<file path="src/rtl/cmp_pkg.sv">
`default_nettype none
// ============================================================================
//  Module      : cmp_pkg
//  Description : Shared types and helpers for the pipelined magnitude comparator.
//  Revision    : 1.0 - initial release
// ============================================================================
package cmp_pkg;

    // Tags up to this width ride in the stage record; narrower tags use the low bits.
    localparam int CMP_TAG_W_MAX = 16;

    typedef enum logic [1:0] {
        CMP_EQ = 2'd0,
        CMP_LT = 2'd1,
        CMP_GT = 2'd2
    } cmp_result_t;

    typedef struct packed {
        logic                      valid;
        logic                      decided;
        cmp_result_t               result;
        logic                      signed_mode;
        logic [CMP_TAG_W_MAX-1:0]  tag;
    } cmp_stage_t;

    function automatic int cmp_stages(input int width, input int slice);
        return width / slice;
    endfunction

endpackage
`default_nettype wire

</file>
<file path="src/rtl/cmp_slice_stage.sv">
`default_nettype none
// ============================================================================
//  Module      : cmp_slice_stage
//  Description : One comparator pipeline stage: SLICE-bit compare plus register.
//  Revision    : 1.0 - initial release
// ============================================================================
module cmp_slice_stage
    import cmp_pkg::*;
#(
    parameter int WIDTH = 32,
    parameter int SLICE = 8,
    parameter bit FIRST = 1'b0
) (
    input  logic              clk,
    input  logic              rst_n,
    input  logic              i_en,
    input  cmp_stage_t        i_stage,
    input  logic [WIDTH-1:0]  i_a,
    input  logic [WIDTH-1:0]  i_b,
    output cmp_stage_t        o_stage,
    output logic [WIDTH-1:0]  o_a,
    output logic [WIDTH-1:0]  o_b
);

    logic [SLICE-1:0] w_a_sl;
    logic [SLICE-1:0] w_b_sl;
    cmp_result_t      w_result;
    cmp_stage_t       r_stage;
    logic [WIDTH-1:0] r_a;
    logic [WIDTH-1:0] r_b;

    // The slice under test is always at the top; operands shift up each stage.
    always_comb begin
        w_a_sl = i_a[WIDTH-1 -: SLICE];
        w_b_sl = i_b[WIDTH-1 -: SLICE];
        if (FIRST && i_stage.signed_mode) begin
            w_a_sl[SLICE-1] = ~w_a_sl[SLICE-1];
            w_b_sl[SLICE-1] = ~w_b_sl[SLICE-1];
        end
        if (w_a_sl < w_b_sl)
            w_result = CMP_LT;
        else if (w_a_sl > w_b_sl)
            w_result = CMP_GT;
        else
            w_result = CMP_EQ;
    end

    always_ff @(posedge clk or negedge rst_n) begin
        if (!rst_n) begin
            r_stage <= '0;
            r_a     <= '0;
            r_b     <= '0;
        end else if (i_en) begin
            r_a <= i_a << SLICE;
            r_b <= i_b << SLICE;
            if (!i_stage.valid) begin
                r_stage <= '0;
            end else begin
                r_stage <= i_stage;
                if (!i_stage.decided) begin
                    r_stage.decided <= (w_result != CMP_EQ);
                    r_stage.result  <= w_result;
                end
            end
        end
    end

    assign o_stage = r_stage;
    assign o_a     = r_a;
    assign o_b     = r_b;

endmodule
`default_nettype wire

</file>
<file path="src/rtl/comparator_pipe_n.sv">
`default_nettype none
// ============================================================================
//  Module      : comparator_pipe_n
//  Description : Pipelined WIDTH-bit signed/unsigned comparator, MSB slice first.
//  Revision    : 1.0 - initial release
// ============================================================================
module comparator_pipe_n
    import cmp_pkg::*;
#(
    parameter int WIDTH = 32,
    parameter int SLICE = 8,
    parameter int TAG_W = 4
) (
    input  logic              clk,
    input  logic              rst_n,
    input  logic              in_valid,
    output logic              in_ready,
    input  logic [WIDTH-1:0]  a,
    input  logic [WIDTH-1:0]  b,
    input  logic              signed_mode,
    input  logic [TAG_W-1:0]  in_tag,
    output logic              out_valid,
    input  logic              out_ready,
    output logic              lt,
    output logic              gt,
    output logic              eq,
    output logic [TAG_W-1:0]  out_tag
);

    localparam int STAGES = cmp_stages(WIDTH, SLICE);

    cmp_stage_t       w_stage [0:STAGES];
    logic [WIDTH-1:0] w_a     [0:STAGES];
    logic [WIDTH-1:0] w_b     [0:STAGES];
    logic             w_en;
    logic             w_unused;

    // Global stall: every stage advances only when the output slot can move.
    assign w_en     = !out_valid || out_ready;
    assign in_ready = w_en;

    always_comb begin
        w_stage[0]                  = '0;
        w_stage[0].valid            = in_valid;
        w_stage[0].signed_mode      = signed_mode;
        w_stage[0].tag[TAG_W-1:0]   = in_tag;
    end
    assign w_a[0] = a;
    assign w_b[0] = b;

    for (genvar k = 0; k < STAGES; k++) begin : g_stage
        cmp_slice_stage #(
            .WIDTH (WIDTH),
            .SLICE (SLICE),
            .FIRST (k == 0)
        ) u_stage (
            .clk     (clk),
            .rst_n   (rst_n),
            .i_en    (w_en),
            .i_stage (w_stage[k]),
            .i_a     (w_a[k]),
            .i_b     (w_b[k]),
            .o_stage (w_stage[k+1]),
            .o_a     (w_a[k+1]),
            .o_b     (w_b[k+1])
        );
    end

    // An undecided transaction leaves the last stage with CMP_EQ already set.
    assign out_valid = w_stage[STAGES].valid;
    assign lt        = w_stage[STAGES].valid && (w_stage[STAGES].result == CMP_LT);
    assign gt        = w_stage[STAGES].valid && (w_stage[STAGES].result == CMP_GT);
    assign eq        = w_stage[STAGES].valid && (w_stage[STAGES].result == CMP_EQ);
    assign out_tag   = w_stage[STAGES].tag[TAG_W-1:0];

    assign w_unused = ^{w_a[STAGES], w_b[STAGES], w_stage[STAGES].decided,
                        w_stage[STAGES].signed_mode, w_stage[STAGES].tag};

endmodule
`default_nettype wire

</file>
<file path="config.mk">
export PLATFORM = sky130hd
export DESIGN_NAME = comparator_pipe_n
export DESIGN_NICKNAME = d
export VERILOG_FILES = /design/src/rtl/cmp_pkg.sv /design/src/rtl/cmp_slice_stage.sv /design/src/rtl/comparator_pipe_n.sv
export SDC_FILE = /design/constraint.sdc
export NUM_CORES = 1
export LEC_CHECK = 0
export CAP_MARGIN = 20
export CORE_MARGIN = 5
export CORE_UTILIZATION = 50
export DETAILED_ROUTE_END_ITERATION = 10
export GPL_TIMING_DRIVEN = 0
export HOLD_SLACK_MARGIN = 0.12
export PLACE_DENSITY = 0.86
export SLEW_MARGIN = 15
export SYNTH_ARGS = -nofsm -noshare
export SYNTH_HDL_FRONTEND = slang
export SYNTH_SLANG_ARGS = --single-unit
</file>
<file path="constraint.sdc">
create_clock -name clk -period 2.1 [get_ports clk]
set_clock_uncertainty 0.15 [all_clocks]
set_input_delay 0.315 -clock clk [delete_from_list [all_inputs] [get_ports clk]]
set_output_delay 0.315 -clock clk [all_outputs]
set_load 0.01 [all_outputs]
</file>
# After elaboration in Yosys (flattened, before gate mapping)
# Index checks and enable logic that the tools add are counted.
# W data, S select, Z words.
dict set report op_classes {
  bitwise_logic 2
  eq_ne 2
  magnitude_cmp 8
  mux 17
  n_reduce_logical 10
}
# op count
set op_table {}
lappend op_table {{$mux W21} 4}
lappend op_table {{$gt A8 B8 Y1} 4}
lappend op_table {{$lt A8 B8 Y1} 4}
lappend op_table {{$mux W2} 8}
lappend op_table {{$mux W3} 3}
lappend op_table {{$reduce_bool A2 Y1} 4}
lappend op_table {{$logic_and A1 B1 Y1} 3}
lappend op_table {{$eq A2 B1 Y1 const B} 1}
lappend op_table {{$eq A2 B2 Y1 const B} 1}
lappend op_table {{$logic_not A2 Y1} 1}
lappend op_table {{$mux W1} 2}
lappend op_table {{$not A1 Y1} 2}
lappend op_table {{$logic_not A1 Y1} 1}
lappend op_table {{$logic_or A1 B1 Y1} 1}
dict set report word_totals {
  input_bits 73
  out_inout_bits 9
  reg_bits 166
  word_cells 63
}

# Logic depth before layout (Yosys ltp)
# Gate-level depths: netlist of run 1.
dict set report logic_depth {
  word_depth 7
  mapped_depth 7
  depth_no_buf 7
}

# Modules after synthesis
# Synthesis of run 1 repeated with hierarchy kept, for this count alone.
dict set report hier_totals {
  cells_unflattened 968
  hier_area_um2 12012.8
}
# mod instances seq_area_each_um2 cells_each area_each_um2
set modules_own_cells {}
lappend modules_own_cells {{cmp_slice_stage at g_stage[1].u_stage ...} 3 1726.7 241 2991.6}
lappend modules_own_cells {{cmp_slice_stage at g_stage[0].u_stage} 1 1726.7 240 2997.9}
lappend modules_own_cells {comparator_pipe_n 1 0.0 5 40.0}

# Worst setup path after synthesis of run 1
# OpenSTA, ideal clock, no wires.
dict set report synth_timing {
  path_type {flip-flop to flip-flop}
  from {register g_stage[0].u_stage.r_a[25]}
  to {register g_stage[1].u_stage.r_stage (netlist bit g_stage[1].u_stage.o_stage[18])}
  t_arrival_ns 1.373
  setup_time_ns 0.095
  n_path_buf 0
  path_slack_ns 0.482
  required_ns 1.855
  stages_incl_launch_ff 7
  period_less_slack_ns 1.618
  path_cell_list {dfrtp_1 ha_1 nor2b_1 o211ai_1 a211oi_1 nor2_1 o31ai_1}
}
dict set report synth_via {
  elab_chain_len 5
  word_cells_on_any_way 6
  classes_between {order compare: 2; mux: 4}
}
# element line_no
set synth_rtl {}
lappend synth_rtl {{start: declaration} cmp_slice_stage.sv:29} ;# logic [WIDTH-1:0] r_a;
lappend synth_rtl {{start signal: assignment} cmp_slice_stage.sv:54} ;# r_a <= i_a << SLICE;
lappend synth_rtl {{$gt A8 B8 Y1} cmp_slice_stage.sv:42} ;# else if (w_a_sl > w_b_sl)
lappend synth_rtl {{$mux W2} cmp_slice_stage.sv:42}
lappend synth_rtl {{$mux W2 *} cmp_slice_stage.sv:40} ;# if (w_a_sl < w_b_sl)
lappend synth_rtl {{$mux W3 *} cmp_slice_stage.sv:60} ;# if (!i_stage.decided) begin
lappend synth_rtl {{$mux W21 *} cmp_slice_stage.sv:56} ;# if (!i_stage.valid) begin
lappend synth_rtl {{end signal: assignment} cmp_slice_stage.sv:59} ;# r_stage <= i_stage;
lappend synth_rtl {{end: declaration} cmp_slice_stage.sv:28} ;# cmp_stage_t r_stage;
# Every way passes the cells marked *; elsewhere a longest branch is shown, timed or not.
# A chain may end at the register's enable or synchronous reset.

# Worst setup path after layout of run 1
dict set report layout_timing {
  from {register g_stage[3].u_stage.r_stage (netlist bit g_stage[3].u_stage.o_stage[18])}
  to {output gt}
}
dict set report layout_via {
  elab_chain_len 2
}
# element line_no
set layout_rtl {}
lappend layout_rtl {{start: declaration} cmp_slice_stage.sv:28}
lappend layout_rtl {{start signal: assignment} cmp_slice_stage.sv:59}
lappend layout_rtl {{$eq A2 B2 Y1} comparator_pipe_n.sv:72} ;# assign gt = w_stage[STAGES].valid && (w_stage[STAGES].result == CMP_GT);
lappend layout_rtl {{$logic_and A1 B1 Y1} comparator_pipe_n.sv:72}
lappend layout_rtl {{end: declaration} comparator_pipe_n.sv:25} ;# output logic gt,
# Every way passes these cells.

==> flow_summary.json, run 1 <==
{
  "hold_violations": 0,
  "synth_warnings": 0,
  "wl_per_cell_um": 14.9,
  "start_util_pct": 51.5,
  "die_y_um": 116,
  "numPortBuffers": 81,
  "cts_max_level": 4,
  "n_fill_cell": 826,
  "switching_share_pct": 33.7,
  "track_usage_pct": 21.5,
  "io_pins": 82,
  "seqPwrFrac_pct": 40.0,
  "worstPathRequired_ns": 1.63,
  "grt_setup_unrepaired": "no",
  "place_area_um2": 6650,
  "status": "complete, no violations",
  "synth.most_common_cell": "nand2_1",
  "cts_tree": "yes",
  "synth_area_leaders": "dfrtp_1, nand2_1, ha_1",
  "synth_edf_count": 0,
  "period_needed_ns": 2.00,
  "crit_type": "reg -> out",
  "critPathLaunchType": "flop",
  "routed_wl_um": 13200,
  "core_um2": 10900,
  "die_area_um2": 13500,
  "ys_ff_latch": 127,
  "synthCells": 633,
  "final_area_um2": 7240,
  "drive_above_1_share_pct": 8.20,
  "n_antenna_cell": 0,
  "antenna_found_initial": 0,
  "maxCapViolCount": 0,
  "dp_hpwl_um": 9430,
  "pwr-share-clk_pct": 30.2,
  "synthArstFlopShare_pct": 100,
  "synth.distinct_cells": 31,
  "max-slew-margin-rel_pct": 56.2,
  "drt-initial-drc-count": 289,
  "drtPass1Iterations": 5,
  "clk_pin_slew_ns": 0.05,
  "nNetsFinal": 839,
  "die_x_um": 116,
  "yosysTopAreaCellShare_pct": 56.4,
  "hold_class": "in -> async",
  "syn_nets": 737,
  "endpoint_kind": "output port",
  "intPower_mw": 6.23,
  "cts_buffers": 17,
  "ant_nets": 0,
  "path_max_fanout": 4,
  "stdcell_count": 884,
  "cts.sinks": 127,
  "ys_seq_area_share_pct": 56.4,
  "via_per_inst": 5.23,
  "synth_top_area_cell": "dfrtp_1",
  "tightest_slew_ns": 0.656,
  "postLayoutCoreUtil_pct": 66.2,
  "grt_pass1_wl_um": 22700,
  "synthFlopType": "dfrtp_1",
  "rows": 38,
  "max_freq_ghz": 0.500,
  "grt_pass1_vias": 4929,
  "dp_cells": 855,
  "drc": 0,
  "cp_slowest_stage_delay_ns": 0.55,
  "worstPathCellList": "nand2_1 -> nor2_1 -> clkdlybuf4s50_1",
  "post-route-period-util_pct": 95.2,
  "power.leakage_nw": 3.77,
  "gp_congestion": 0.865,
  "grt-ovfl-total": 0,
  "setup_viol": 0,
  "root_buffer": "clkbuf_16",
  "area_growth_pct": 28.4,
  "grt_max_degree": 80,
  "comb_power_share_pct": 29.8,
  "clock_latency_ns": 0.41,
  "ir_drop_uv": 561,
  "drv_slew": 0,
  "vias": 4620,
  "power.switching_mw": 3.16,
  "syn-mean-instance-area_um2": 8.90,
  "cp.arrival_ns": 1.53,
  "setup_tns_ns": 0,
  "synth_common_cells": "nand2_1, dfrtp_1, inv_1",
  "p_per_area_nw_per_um2": 1300,
  "clock_path_buffers": 2,
  "cp_slowest_cell": "clkdlybuf4s50_1",
  "hold_slack_ns": 0.258,
  "synth_area_um2": 5640
}
-- per-layer routing --
layer / share of wire [%] / track usage, %
met5: 0 / 0
met4: 2.3 / 8.74
met3: 5.8 / 5.54
met2: 50 / 35.6
met1: 41 / 27.1
-- what timing repair did --
action,in CTS,in global routing
gates resized for setup,3,6
setup buffers,1,0
hold buffers,1,0
setup endpoints to repair,1,11
hold endpoints to repair,48,0
-- cells by family (layout without fill, tap and decap cells) --
group,count (synthesis),count (layout),synth area share (%)
simple gates,335,335,23.8
flops,127,127,56.4
compound gates,70,70,7.48
buf+inv,69,180,5.35
fa+ha+maj,31,31,6.88
xor+xnor,1,1,0.155
-- power groups by stage --
stage	clock network [mW]	logic (mW)	registers (mW)
after floorplan	0	1.85	3.63
after global placement	0	2.52	3.74
after detailed placement	0	2.72	3.78
after CTS	2.83	2.81	3.75
after global routing	2.97	3.19	3.85
final	2.83	2.80	3.76
-- placed cells by master, fill, tap and decap left out, types with 2 or more instances in the layout --
master	count
a211oi_1	3
a21o_1	3
a21oi_1	17
a22o_1	4
and4_1	3
buf_2	20
buf_4	6
bufinv_16	2
clkbuf_1	5
clkbuf_16	17
clkbuf_2	2
clkbuf_8	4
clkdlybuf4s50_1	77
clkinv_2	4
dfrtp_1	127
dlymetal6s2s_1	2
ha_1	31
inv_1	36
nand2_1	289
nand2b_1	2
nand3_1	19
nand4_1	6
nor2_1	9
nor2b_1	3
o211ai_1	4
o21a_1	2
o21ai_0	30
o31ai_1	3
-- stage by stage --
step / worst slack, ns / total power [mW]
6_report: 0.101 / 9.39
3_5_place_dp: -0.544 / 6.50
2_1_floorplan: 0.482 / 5.48
4_1_cts: 0.0228 / 9.39
5_1_grt: 0.0291 / 10.0
3_3_place_gp: -4.00 / 6.26
-- critical path: cells and delay by family (launching register included) --
kind	cells	cell delay (ns)
flip-flops	1	0.41
buffers and inverters	1	0.55
AND/OR/NAND/NOR	2	0.16
-- state kept, by name, summed over array words and instances, names as in the netlist --
register and count:
g_stage.u_stage.o_a 48, g_stage.u_stage.o_stage 31, g_stage.u_stage.o_b 48
-- path summary, 6_finish.rpt --
kind,end,cells after the start,slack (ns),startpoint
max in group asynchronous,g_stage[1].u_stage.o_stage[3],3,0.82,rst_n
hold reg to reg,g_stage[3].u_stage.o_stage[0],2,0.31,g_stage[3].u_stage.o_stage[0]
setup / recovery,gt,3,0.10,g_stage[3].u_stage.o_stage[18]
min in group clk,g_stage[0].u_stage.o_a[8],3,0.28,a[0]
hold / removal,g_stage[0].u_stage.o_b[18],2,0.26,rst_n
setup reg to reg,g_stage[2].u_stage.o_stage[18],7,0.17,g_stage[1].u_stage.o_b[25]
-- area by class of cell --
cell class | instances | area, µm² | area share, %
tap | 140 | 175 | 2.42
inverter | 37 | 141 | 1.95
clock buffer | 21 | 480 | 6.64
sequential | 127 | 3180 | 43.9
timing repair buffer | 84 | 857 | 11.8
multi-input combinational | 437 | 2160 | 29.8
clock inverter | 7 | 87.6 | 1.21
buffer | 31 | 161 | 2.23
(Power assumes the default switching activity.)
==> run 2, diff against run 1 <==
MAX_ROUTING_LAYER = met4   (was not set)
==> flow_summary.json, run 2 (synthesis gave the netlist of run 1 again) <==
{
  "seqPwrFrac_pct": 40.0,
  "startpoint": "g_stage[3].u_stage.o_stage[18]",
  "postLayoutCoreUtil_pct": 66.2,
  "final_common_cell": "nand2_1",
  "die_x_um": 116,
  "power.switching_mw": 3.16,
  "drv_slew": 0,
  "cts_max_level": 4,
  "path_max_fanout": 4,
  "numPortBuffers": 81,
  "n_fill_cell": 826,
  "grt_pass1_vias": 4926,
  "hold_class": "in -> async",
  "final_area_um2": 7240,
  "routed_wl_um": 13200,
  "switching_share_pct": 33.6,
  "grt_most_used_layer": "met2",
  "grt_max_degree": 80,
  "r2r_start": "g_stage[3].u_stage.o_stage[20]",
  "drive_above_1_share_pct": 8.20,
  "die_area_um2": 13500,
  "gp_congestion": 0.879,
  "start_util_pct": 51.5,
  "ir_drop_uv": 556,
  "met2_usage_pct": 35.6,
  "pwr-share-clk_pct": 30.1,
  "vias": 4620,
  "grt-ovfl-total": 0,
  "ant_nets": 0,
  "maxCapViolCount": 0,
  "via_per_inst": 5.23,
  "track_usage_pct": 22.2,
  "n_antenna_cell": 0,
  "die_y_um": 116,
  "endpoint_kind": "output port",
  "mostFrequentLayoutCells": "nand2_1, dfrtp_1, clkdlybuf4s50_1, inv_1, ha_1",
  "intPower_mw": 6.23,
  "cts.sinks": 127,
  "dp_cells": 855,
  "clock_path_buffers": 2,
  "max-slew-margin-rel_pct": 56.1,
  "clock_latency_ns": 0.41,
  "cts_tree": "yes",
  "core_um2": 10900,
  "grt_pass1_wl_um": 22700,
  "area_growth_pct": 28.4,
  "setup_tns_ns": 0,
  "drt-initial-drc-count": 280,
  "period_needed_ns": 1.99,
  "post-route-period-util_pct": 94.7,
  "antenna_found_initial": 0,
  "worstPathRequired_ns": 1.63,
  "cp.arrival_ns": 1.52,
  "setup_viol": 0,
  "crit_type": "reg -> out",
  "power.leakage_nw": 3.77,
  "drc": 0,
  "io_pins": 82,
  "wl_per_cell_um": 14.9,
  "comb_power_share_pct": 29.8,
  "p_per_area_nw_per_um2": 1300,
  "stdcell_count": 884,
  "nNetsFinal": 839,
  "drtPass1Iterations": 5,
  "root_buffer": "clkbuf_16",
  "rows": 38,
  "grt_util_met1_pct": 27.2,
  "hold_violations": 0,
  "dp_hpwl_um": 9430,
  "critPathLaunchType": "flop",
  "grt_setup_unrepaired": "no",
  "clk_pin_slew_ns": 0.05,
  "cts_buffers": 17,
  "max_freq_ghz": 0.503,
  "tightest_slew_ns": 0.659,
  "global_route.usage.met3_pct": 5.54,
  "status": "complete, no violations",
  "place_area_um2": 6650
}
run 2: cell counts in the layout (fill, tap and decap cells not counted):
Identical to the previous run, type by type.
run 2: power groups by stage:
stage / clock network, mW / logic [mW] / registers, mW
2_1_floorplan: 0 / 1.85 / 3.63
3_3_place_gp: 0 / 2.52 / 3.74
3_5_place_dp: 0 / 2.72 / 3.78
4_1_cts: 2.83 / 2.81 / 3.75
5_1_grt: 2.97 / 3.19 / 3.85
6_report: 2.83 / 2.80 / 3.76
run 2: worst paths after layout:
| kind | slack, ns | cells after the start | end |
|---|---|---|---|
| min in group clk | 0.28 | 3 | g_stage[0].u_stage.o_a[8] |
| min reg2reg | 0.31 | 2 | g_stage[3].u_stage.o_stage[0] |
| min | 0.26 | 2 | g_stage[0].u_stage.o_a[20] |
| max in group asynchronous | 0.81 | 3 | g_stage[1].u_stage.o_a[18] |
| max reg2reg | 0.18 | 6 | g_stage[2].u_stage.o_stage[18] |
| max | 0.11 | 3 | gt |
run 2: layout make-up:
cell class	count	area, µm²	area share (%)
clock buffers	21	480	6.64
multi-input cells	437	2160	29.8
repair buffers	84	857	11.8
inverters	37	141	1.95
plain buffers	31	161	2.23
flip-flops and latches	127	3180	43.9
well taps	140	175	2.42
clock inverters	7	87.6	1.21
run 2: repair_timing:
item	in CTS	in global routing
hold endpoints to repair	48	0
pin swaps	0	0
hold buffers	1	0
setup buffers	1	0
resized for setup	3	6
setup endpoints to repair	1	12
run 2: stage by stage:
stage | power, mW | worst slack (ns) | hold WS [ns]
CTS | 9.39 | 0.0228 | 0.270
global placement | 6.26 | -4.00 | 0.300
finish | 9.39 | 0.111 | 0.257
floorplan | 5.48 | 0.482 | -0.131
detailed placement | 6.50 | -0.544 | 0.137
global route | 10.0 | 0.0273 | 0.289
run 2: routing by layer:
metal / vias to the layer above / wire length, µm
met2: 150 / 6650
met4: 0 / 307
met5: - / 0
met3: 37 / 763
li1: 2227 / -
met1: 2206 / 5470
run 2: worst max-delay path, stage by stage (launching register included):
cell and delay, ns:
dfrtp_1 0.40, nand2_1 0.07, nor2_1 0.09, clkdlybuf4s50_1 0.55
